[config.mk]
export PLATFORM = sky130hd
export DESIGN_NAME = seg7_capture
export DESIGN_NICKNAME = d
export VERILOG_FILES = /design/src/rtl/seg7_pkg.sv /design/src/rtl/seg7_to_hex.sv /design/src/rtl/seg7_capture.sv
export SDC_FILE = /design/constraint.sdc
export NUM_CORES = 1
export LEC_CHECK = 0
export CAP_MARGIN = 20
export CELL_PAD_IN_SITES_DETAIL_PLACEMENT = 1
export CELL_PAD_IN_SITES_GLOBAL_PLACEMENT = 2
export CORE_ASPECT_RATIO = 0.9
export CORE_UTILIZATION = 39
export DETAILED_ROUTE_END_ITERATION = 6
export GPL_ROUTABILITY_DRIVEN = 0
export GPL_TIMING_DRIVEN = 0
export HOLD_SLACK_MARGIN = 0.1
export PLACE_DENSITY_LB_ADDON = 0.25
export SLEW_MARGIN = 20
export SYNTH_ARGS = -nofsm -noshare
export SYNTH_HDL_FRONTEND = slang
export SYNTH_HIERARCHICAL = 1
export SYNTH_SLANG_ARGS = --single-unit
[constraint.sdc]
create_clock -name Clock -period 4.25 [get_ports Clock]
set_input_delay 0.85 -clock Clock [delete_from_list [all_inputs] [get_ports Clock]]
set_output_delay 0.85 -clock Clock [all_outputs]
set_load 0.1 [all_outputs]
[src/rtl/seg7_pkg.sv]
// Shared segment encodings and FSM state type for the 7-segment readback monitor.
// Segment patterns are written abcdefg, active-low, matching a [0:6] bus.
package seg7_pkg;

   typedef logic [0:6] seg_t;

   localparam seg_t SEG_HEX_0 = 7'b0000001;
   localparam seg_t SEG_HEX_1 = 7'b1001111;
   localparam seg_t SEG_HEX_2 = 7'b0010010;
   localparam seg_t SEG_HEX_3 = 7'b0000110;
   localparam seg_t SEG_HEX_4 = 7'b1001100;
   localparam seg_t SEG_HEX_5 = 7'b0100100;
   localparam seg_t SEG_HEX_6 = 7'b0100000;
   localparam seg_t SEG_HEX_7 = 7'b0001111;
   localparam seg_t SEG_HEX_8 = 7'b0000000;
   localparam seg_t SEG_HEX_9 = 7'b0001100;
   localparam seg_t SEG_HEX_A = 7'b0001000;
   localparam seg_t SEG_HEX_B = 7'b1100000;
   localparam seg_t SEG_HEX_C = 7'b0110001;
   localparam seg_t SEG_HEX_D = 7'b1000010;
   localparam seg_t SEG_HEX_E = 7'b0110000;
   localparam seg_t SEG_HEX_F = 7'b0111000;

   localparam seg_t SEG_BLANK = 7'b1111111;

   typedef enum logic {
      SCAN,
      COMMIT
   } state_t;

endpackage

[src/rtl/seg7_to_hex.sv]
// Combinational 7-segment pattern to nibble decoder; unknown patterns
// decode to 0 with invalid raised.
module seg7_to_hex
   import seg7_pkg::*;
(
   input  seg_t       seg,
   output logic [3:0] nibble,
   output logic       invalid
);

   always_comb begin
      nibble  = 4'h0;
      invalid = 1'b0;
      case (seg)
         SEG_HEX_0: nibble = 4'h0;
         SEG_HEX_1: nibble = 4'h1;
         SEG_HEX_2: nibble = 4'h2;
         SEG_HEX_3: nibble = 4'h3;
         SEG_HEX_4: nibble = 4'h4;
         SEG_HEX_5: nibble = 4'h5;
         SEG_HEX_6: nibble = 4'h6;
         SEG_HEX_7: nibble = 4'h7;
         SEG_HEX_8: nibble = 4'h8;
         SEG_HEX_9: nibble = 4'h9;
         SEG_HEX_A: nibble = 4'hA;
         SEG_HEX_B: nibble = 4'hB;
         SEG_HEX_C: nibble = 4'hC;
         SEG_HEX_D: nibble = 4'hD;
         SEG_HEX_E: nibble = 4'hE;
         SEG_HEX_F: nibble = 4'hF;
         default:   invalid = 1'b1;
      endcase
   end

endmodule

[src/rtl/seg7_capture.sv]
// Rebuilds the 16-bit hex value shown on a scanned 4-digit active-low 7-segment bus.
// Optional SEG7_CAPTURE_BLANK_EN: all-off digits are legal blanks reported on BLANK.
module seg7_capture
   import seg7_pkg::*;
#(
   parameter int unsigned STABLE_CYCLES  = 4,
   parameter int unsigned TIMEOUT_CYCLES = 65535
) (
   input  logic        Clock,
   input  logic        Reset,
   input  logic [0:6]  SEG,
   input  logic [3:0]  DIG,
   output logic [15:0] VALUE,
   output logic        VALID,
   output logic [3:0]  ERR,
   output logic        TMO
`ifdef SEG7_CAPTURE_BLANK_EN
   ,
   output logic [3:0]  BLANK
`endif
);

   localparam int unsigned CW = $clog2(STABLE_CYCLES + 1);
   localparam int unsigned TW = $clog2(TIMEOUT_CYCLES + 1);
   localparam logic [CW-1:0] CMAX  = CW'(STABLE_CYCLES - 1);
   localparam logic [TW-1:0] TLAST = TW'(TIMEOUT_CYCLES - 1);

   seg_t          seg_q, seg_p;
   logic [3:0]    dig_q, dig_p;
   logic [CW-1:0] cnt_q, cnt_d;
   logic          accepted_q, accepted_d;
   logic [3:0]    seen_q, seen_d;
   logic [TW-1:0] tcnt_q, tcnt_d;
   logic [15:0]   slot_q;
   logic [3:0]    errslot_q;
   state_t        state_q, state_d;

   logic          onehot, same, accept;
   logic          tmo_hit, commit, do_write;
   logic [3:0]    nibble;
   logic          invalid, err_bit;

   seg7_to_hex u_dec (
      .seg     (seg_q),
      .nibble  (nibble),
      .invalid (invalid)
   );

`ifdef SEG7_CAPTURE_BLANK_EN
   logic       is_blank;
   logic [3:0] blankslot_q;
   assign is_blank = (seg_q == SEG_BLANK);
   assign err_bit  = invalid & ~is_blank;
`else
   assign err_bit  = invalid;
`endif

   assign onehot = $onehot(dig_q);
   assign same   = (seg_q == seg_p) && (dig_q == dig_p);

   // Unified accept rule: with STABLE_CYCLES=1 the first one-hot sample accepts
   // even when it differs from the previous one.
   always_comb begin
      cnt_d      = '0;
      accepted_d = 1'b0;
      accept     = 1'b0;
      if (same && onehot) begin
         cnt_d      = (cnt_q == CMAX) ? cnt_q : cnt_q + 1'b1;
         accepted_d = accepted_q;
      end
      if (onehot && !accepted_d && (cnt_d == CMAX)) begin
         accept     = 1'b1;
         accepted_d = 1'b1;
      end
   end

   always_comb begin
      state_d  = state_q;
      seen_d   = seen_q;
      tcnt_d   = tcnt_q;
      tmo_hit  = 1'b0;
      commit   = 1'b0;
      do_write = 1'b0;
      case (state_q)
         SCAN: begin
            if (seen_q != 4'b0000) begin
               if (tcnt_q == TLAST) tmo_hit = 1'b1;
               else                 tcnt_d  = tcnt_q + 1'b1;
            end else begin
               tcnt_d = '0;
            end
            // A timeout on the same edge as an accept discards that accept too.
            if (tmo_hit) begin
               seen_d = '0;
               tcnt_d = '0;
            end else if (accept) begin
               seen_d   = seen_q | dig_q;
               do_write = 1'b1;
               if ((seen_q | dig_q) == 4'b1111) state_d = COMMIT;
            end
         end
         COMMIT: begin
            commit   = 1'b1;
            tcnt_d   = '0;
            seen_d   = accept ? dig_q : 4'b0000;
            do_write = accept;
            state_d  = SCAN;
         end
      endcase
   end

   always_ff @(posedge Clock) begin
      if (Reset) state_q <= SCAN;
      else       state_q <= state_d;
   end

   always_ff @(posedge Clock) begin
      if (Reset) begin
         seg_q       <= SEG_BLANK;
         seg_p       <= SEG_BLANK;
         dig_q       <= '0;
         dig_p       <= '0;
         cnt_q       <= '0;
         accepted_q  <= 1'b0;
         seen_q      <= '0;
         tcnt_q      <= '0;
         slot_q      <= '0;
         errslot_q   <= '0;
         VALUE       <= '0;
         VALID       <= 1'b0;
         ERR         <= '0;
         TMO         <= 1'b0;
`ifdef SEG7_CAPTURE_BLANK_EN
         blankslot_q <= '0;
         BLANK       <= '0;
`endif
      end else begin
         seg_q      <= SEG;
         dig_q      <= DIG;
         seg_p      <= seg_q;
         dig_p      <= dig_q;
         cnt_q      <= cnt_d;
         accepted_q <= accepted_d;
         seen_q     <= seen_d;
         tcnt_q     <= tcnt_d;
         VALID      <= commit;
         TMO        <= tmo_hit;
         if (commit) begin
            VALUE <= slot_q;
            ERR   <= errslot_q;
`ifdef SEG7_CAPTURE_BLANK_EN
            BLANK <= blankslot_q;
`endif
         end
         if (do_write) begin
            for (int unsigned i = 0; i < 4; i++) begin
               if (dig_q[i]) begin
                  slot_q[4*i +: 4] <= nibble;
                  errslot_q[i]     <= err_bit;
`ifdef SEG7_CAPTURE_BLANK_EN
                  blankslot_q[i]   <= is_blank;
`endif
               end
            end
         end
      end
   end

endmodule

==> results of run 1 <==
[layout make-up]
| class | count | share of cell area (%) |
|---|---|---|
| multi-input combinational | 279 | 42.6 |
| sequential | 89 | 39.3 |
| timing repair buffer | 34 | 7.50 |
| tap | 126 | 3.47 |
| clock buffer | 9 | 2.73 |
| buffer | 21 | 2.37 |
| clock inverter | 7 | 1.32 |
| inverter | 9 | 0.745 |
[worst register-to-register path, stage by stage (launching register included)]
cell and delay (ns):
dfxtp_1 0.48, inv_1 0.12, fa_1 0.54, inv_1 0.05, ha_1 0.18, ha_1 0.27
nor3b_1 0.28, nand4_1 0.22, nor4_4 0.60, nand3_2 0.36, mux2i_1 0.20
[sequential cells by signal, summed over array words and instances, names as in the netlist]
| signal | cells |
|---|---|
| cnt_q | 3 |
| accepted_q | 1 |
| state_q | 1 |
| ERR | 4 |
| seen_q | 4 |
| seg_p | 7 |
| TMO | 1 |
| VALID | 1 |
| tcnt_q | 16 |
| dig_p | 4 |
| slot_q | 16 |
| dig_q | 4 |
| VALUE | 16 |
| errslot_q | 4 |
| seg_q | 7 |
[power by group]
| group | total [mW] | internal, mW | switching, mW |
|---|---|---|---|
| combinational | 0.0856 | 0.0422 | 0.0434 |
| clock | 0.550 | 0.224 | 0.326 |
| sequential | 0.855 | 0.843 | 0.0120 |
| total | 1.49 | 1.11 | 0.382 |
[routing by layer]
metal | part of all wire, % | GRT usage (%) | vias up
li1 | - | - | 1448
met1 | 49 | 22.8 | 1399
met2 | 47 | 31.0 | 39
met3 | 2.4 | 4.60 | 7
met4 | 0.94 | 3.42 | 0
met5 | 0 | 0 | -
[cells in the mapped netlist, types with 6 or more instances]
master    instances  area, µm²
xnor2_1          17        149
nor3_1           11       55.1
clkbuf_1          9       33.8
nand2_1           9       33.8
dfxtp_1          89       1780
inv_1             9       33.8
nand4_1           9       56.3
xor2_1            9       78.8
nor3b_1           6       45.0
nor2_1           51        191
or2_2            15       93.8
mux2i_1          41        410
nand2b_1         27        169
a21oi_1           8       40.0
nor2b_1          10       62.6
[kinds of logic after synthesis]
logic type	share of synthesized area, %
compound gates	3.83
buf+inv	3.67
flops	46.2
mux	10.6
xor+xnor	5.91
fa+ha+maj	2.14
simple gates	27.6
[through the flow]
stage               hold slack [ns]  area [µm²]
detailed placement            0.450        4350
CTS                           0.464        4540
floorplan                     0.431        3850
global placement              0.444        4350
global route                  0.511        4540
finish                        0.460        4540
[final timing paths]
check               endpoint       start  slack, ns
setup / recovery  slot_q[13]    dig_q[0]       0.84
hold reg to reg   accepted_q  accepted_q       0.46
hold / removal    accepted_q  accepted_q       0.46
setup reg to reg  slot_q[13]    dig_q[0]       0.84
==> qor.csv, run 1 <==
stage;metric;value;unit
cells_and_area;antenna_cells;0;
cts;clk_pin_slew_worst_paths;0.10;ns
global_route;grt_pass1_wl;14.3;mm
routing;routed_wl;8.50;mm
job;maxCapViolations;0;
placement;dp_cells;558;
synthesis;syn-cell-area;3850;µm²
floorplan;start_util;39.9;%
pwr;vdd.ir_drop.worst;0.000189;V
routing;drt_iter0_markers;49;
critical_path;path_cells;inv_1 > fa_1 > inv_1 > ha_1 > ha_1 > nor3b_1 > nand4_1 > nor4_4 > nand3_2 > mux2i_1;
cts;post_cts_buffers;0;
floorplan;io_pins;35;
cts;cts_buffer_depth;2;
cells_and_area;syn2layout_area_growth;17.7;%
sta;tightest_slew;0.991;ns
cells_and_area;finalNetCount;462;
synthesis;async_flop_share;0;%
sta;tns;0;ns
critical_path;cp.required;4.49;ns
cts;worstSkewPairLatency;0.36;ns
cells_and_area;multi_input_area;1930;µm²
sta;timing.fmax;294;MHz
floorplan;rows;34;
sta;drv_slew;0;
pwr;leakage;1.69;nW
global_route;grt_max_degree;18;
critical_path;rr_worst_depth;10;
routing;drtAntennaViolNets;0;
floorplan;dieWidth;107;µm
critical_path;crit_cells;10;
routing;num_vias;2893;
cells_and_area;drive_gt1_share;10.5;%
sta;relSlewSlack;33.7;%
placement;port_buffers;34;
critical_path;cp-end-kind;flip-flop;
global_route;antenna_found_initial;0;
placement;dp_slack;0.822;ns
cells_and_area;fillers;1126;
synthesis;ys_warn_count;6;
cts;postCtsHoldBufs;0;
critical_path;worstSetupPathType;reg2reg;
global_route;grt_pass1_vias;2849;
routing;vias_per_cell;5.04;
floorplan;die_h;96.3;µm
routing;post-route-drc-count;0;
critical_path;max_stage_delay;0.60;ns
cells_and_area;layout_commonest_cell;dfxtp_1;
floorplan;dieArea;10300;µm²
sta;finalCriticalPeriod;3.41;ns
routing;post_drt_wl_per_cell;14.8;µm
sta;finClkSkew;0.0137;ns
critical_path;crit_slowest_cell;nor4_4;
synthesis;avgSynthCellArea;9.69;µm²
synthesis;synth_nets;417;
cts;cts_tree;done;
floorplan;core-area;9660;µm²
cts;cts_root_buffer;clkbuf_8;
critical_path;cp-start-kind;flip-flop;
sta;setup_ws;0.845;ns
global_route;grtUsageTotal;17.9;%
synthesis;synthFlopType;dfxtp_1;
pwr;total_power;1.49;mW
status;outcome;complete, no violations;
cts;clock_sinks;89;
sta;hold_viol;0;
cts;cts_made_buffers;9;
synthesis;synth_cell_types;50;
critical_path;critPathBufInv;2;
sta;rsz0062_at_grt;no;
routing;first_pass_iters;7;
synthesis;synthCells;398;
critical_path;arrival;3.64;ns
critical_path;critPathMaxFanout;8;
cells_and_area;final_cells;574;
placement;hpwl;6.24;mm
critical_path;cp_top_family;simple AND/OR/NAND/NOR gates;
sta;fin_crit_sh;80.1;%
pwr;cellPowerDensity;329;nW/µm²
global_route;grt-ovfl-total;0;
cts;postCtsResizedCells;0;
synthesis;synth_seq_cells;89;
cells_and_area;utilization;47.0;%
cells_and_area;seq_area;1780;µm²
cells_and_area;layout_common_cells;dfxtp_1 (89), nor2_1 (51), mux2i_1 (41);
cts;ctsHtreeMaxLevel;3;
min_path;holdPathStages;2;
sta;setup_viol;0;
synthesis;ys_seq_area_share;46.2;%
synthesis;synth_edf_count;0;
min_path;hold_path.class;reg2reg;
No activity file was read; power rests on OpenSTA's default activity.
==> run 2, diff against run 1 <==
--- a/config.mk
+++ b/config.mk
@@ -9,7 +9,7 @@
 export CELL_PAD_IN_SITES_DETAIL_PLACEMENT = 1
 export CELL_PAD_IN_SITES_GLOBAL_PLACEMENT = 2
 export CORE_ASPECT_RATIO = 0.9
-export CORE_UTILIZATION = 39
+export CORE_UTILIZATION = 33
 export DETAILED_ROUTE_END_ITERATION = 6
 export GPL_ROUTABILITY_DRIVEN = 0
 export GPL_TIMING_DRIVEN = 0
==> constraint.sdc (replaced) <==
create_clock -name Clock -period 3.05 [get_ports Clock]
set_input_delay 0.61 -clock Clock [delete_from_list [all_inputs] [get_ports Clock]]
set_output_delay 0.61 -clock Clock [all_outputs]
set_load 0.1 [all_outputs]
==> run 2 against run 1 <==
Power is 59% higher. Sequential share of layout area down 1.3 points. Sequential power is 39% higher. Register-to-register slack worse by 0.71 ns. Flip-flop and latch count unchanged. Largest power group unchanged.
==> qor.csv, run 2 (synthesis gave the netlist of run 1 again) <==
stage;metric;value;unit;change
routing;post_drt_wl_per_cell;14.8;µm;-0.13%
critical_path;critPathBufInv;3;;+1
cts;cts_buffer_depth;2;;unchanged
global_route;grt_pass1_vias;3024;;+6.1%
cells_and_area;fillers;1318;;+17%
critical_path;crit_slowest_cell;fa_1;;
global_route;grt_pass1_wl;14.9;mm;+4.4%
routing;vias_per_cell;4.79;;-5.0%
global_route;grt_max_degree;15;;-3
sta;drv_slew;0;;unchanged
floorplan;dieWidth;116;µm;+8.5%
pwr;vdd.ir_drop.worst;0.000286;V;+51%
critical_path;max_stage_delay;0.53;ns;-0.07 ns
pwr;cellPowerDensity;503;nW/µm²;+53%
cts;cts_made_buffers;9;;unchanged
routing;first_pass_iters;4;;-3
cells_and_area;syn2layout_area_growth;22.1;%;
critical_path;cp-start-kind;flip-flop;;
cts;clock_sinks;89;;unchanged
cts;ctsHtreeMaxLevel;3;;unchanged
critical_path;critPathMaxFanout;5;;-3
cells_and_area;finalNetCount;464;;+0.43%
placement;hpwl;6.39;mm;+2.5%
sta;fin_crit_sh;95.7;%;+16 points
critical_path;cp-end-kind;flip-flop;;
sta;tightest_slew;0.981;ns;-0.0100 ns
min_path;hold_path.class;reg2reg;;
sta;rsz0062_at_grt;yes;;
critical_path;cp.required;3.26;ns;-1.23 ns
cts;clk_pin_slew_worst_paths;0.06;ns;-0.04 ns
critical_path;cp_top_family;adder cells;;
sta;relSlewSlack;34.4;%;+0.67 points
sta;finalCriticalPeriod;2.92;ns;-0.486 ns
cts;cts_root_buffer;clkbuf_16;;
floorplan;die_h;105;µm;+8.5%
critical_path;arrival;3.13;ns;-0.51 ns
floorplan;start_util;33.8;%;-6.1 points
routing;post-route-drc-count;0;;unchanged
cells_and_area;layout_common_cells;dfxtp_1 (86), nor2_1 (51), mux2i_1 (41);;
job;maxCapViolations;0;;unchanged
floorplan;dieArea;12100;µm²;+18%
sta;hold_slack;0.459;ns;-0.00130 ns
critical_path;worstSetupPathType;reg2reg;;
global_route;grt-ovfl-total;0;;unchanged
placement;port_buffers;34;;unchanged
floorplan;io_pins;35;;unchanged
status;outcome;complete, no violations;;
cells_and_area;largest_registers;VALUE (16), slot_q (16), tcnt_q (16);;
routing;routed_wl;8.96;mm;+5.4%
sta;setup_ws;0.131;ns;-0.714 ns
cts;worstSkewPairLatency;0.34;ns;-0.02 ns
cells_and_area;drive_gt1_share;11.3;%;+0.84 points
cells_and_area;seq_area;1790;µm²;+0.21%
sta;setup_viol;0;;unchanged
critical_path;path_cells;inv_1 > fa_1 > inv_1 > ha_1 > ha_1 > nor3b_2 > nand4_1 > nor4_4 > buf_4 > nand3_2 > mux2i_1;;
placement;dp_slack;-0.414;ns;-1.24 ns
pwr;leakage;1.75;nW;+3.4%
cells_and_area;layout_commonest_cell;dfxtp_1;;
routing;num_vias;2903;;+0.35%
cells_and_area;antenna_cells;0;;unchanged
sta;timing.fmax;343;MHz;+17%
global_route;antenna_found_initial;0;;unchanged
global_route;grtUsageTotal;16.0;%;-1.9 points
sta;hold_viol;0;;unchanged
sta;finClkSkew;0.00678;ns;-0.00691 ns
floorplan;core-area;11400;µm²;+18%
routing;drtAntennaViolNets;0;;unchanged
routing;drt_iter0_markers;90;;+84%
floorplan;rows;37;;+8.8%
cts;postCtsHoldBufs;0;;unchanged
sta;tns;0;ns;unchanged
cells_and_area;multi_input_area;1940;µm²;+0.65%
cts;cts_tree;done;;
[run 2: final timing paths]
check             start    endpoint  slack, ns  cells after the start
max            dig_q[0]   slot_q[7]       0.13                     11
min          accepted_q  accepted_q       0.46                      2
max reg2reg    dig_q[0]   slot_q[7]       0.13                     11
min reg2reg  accepted_q  accepted_q       0.46                      2
[run 2: stage by stage]
step / instances / instance area (µm²) / total power, mW / util [%]
after global routing: 606 / 4710 / 2.47 / 41.3
after floorplan: 398 / 3850 / 1.29 / -
final: 606 / 4710 / 2.36 / 41.3
after global placement: 588 / 4390 / 1.34 / 38.6
after detailed placement: 588 / 4390 / 1.34 / 38.6
after CTS: 606 / 4700 / 2.40 / 41.3
[run 2: what timing repair did]
item / 4_1_cts / 5_1_grt
setup endpoints to repair: 26 / 26
buffers inserted: 2 / 0
pin swaps: 2 / 1
cloned: 0 / 0
resized for setup: 3 / 2
[run 2: cell type report]
type | instances | share of cell area [%]
Buffer | 21 | 2.29
Clock buffer | 13 | 5.53
Clock inverter | 3 | 0.505
Inverter | 9 | 0.718
Multi-Input combinational cell | 279 | 41.3
Sequential cell | 89 | 37.9
Tap cell | 156 | 4.15
Timing Repair Buffer | 36 | 7.55
[run 2: metal layers]
metal	part of all wire, %	global-route usage [%]	vias to the layer above	wire length [µm]
li1	-	-	1454	-
met1	48	20.6	1396	4340
met2	47	26.0	43	4250
met3	2.8	3.54	10	249
met4	1.4	5.95	0	129
met5	0	0	-	0
[run 2: power by group]
group | internal, mW | total (mW) | switching, mW
clock | 0.600 | 1.05 | 0.450
combinational | 0.0599 | 0.120 | 0.0605
sequential | 1.18 | 1.19 | 0.0177
total | 1.84 | 2.36 | 0.528
[run 2: worst min-delay path: cells and delay by family (launching register included)]
kind,cells,cell delay [ns]
flops,1,0.30
buf+inv,1,0.06
compound gates,1,0.06
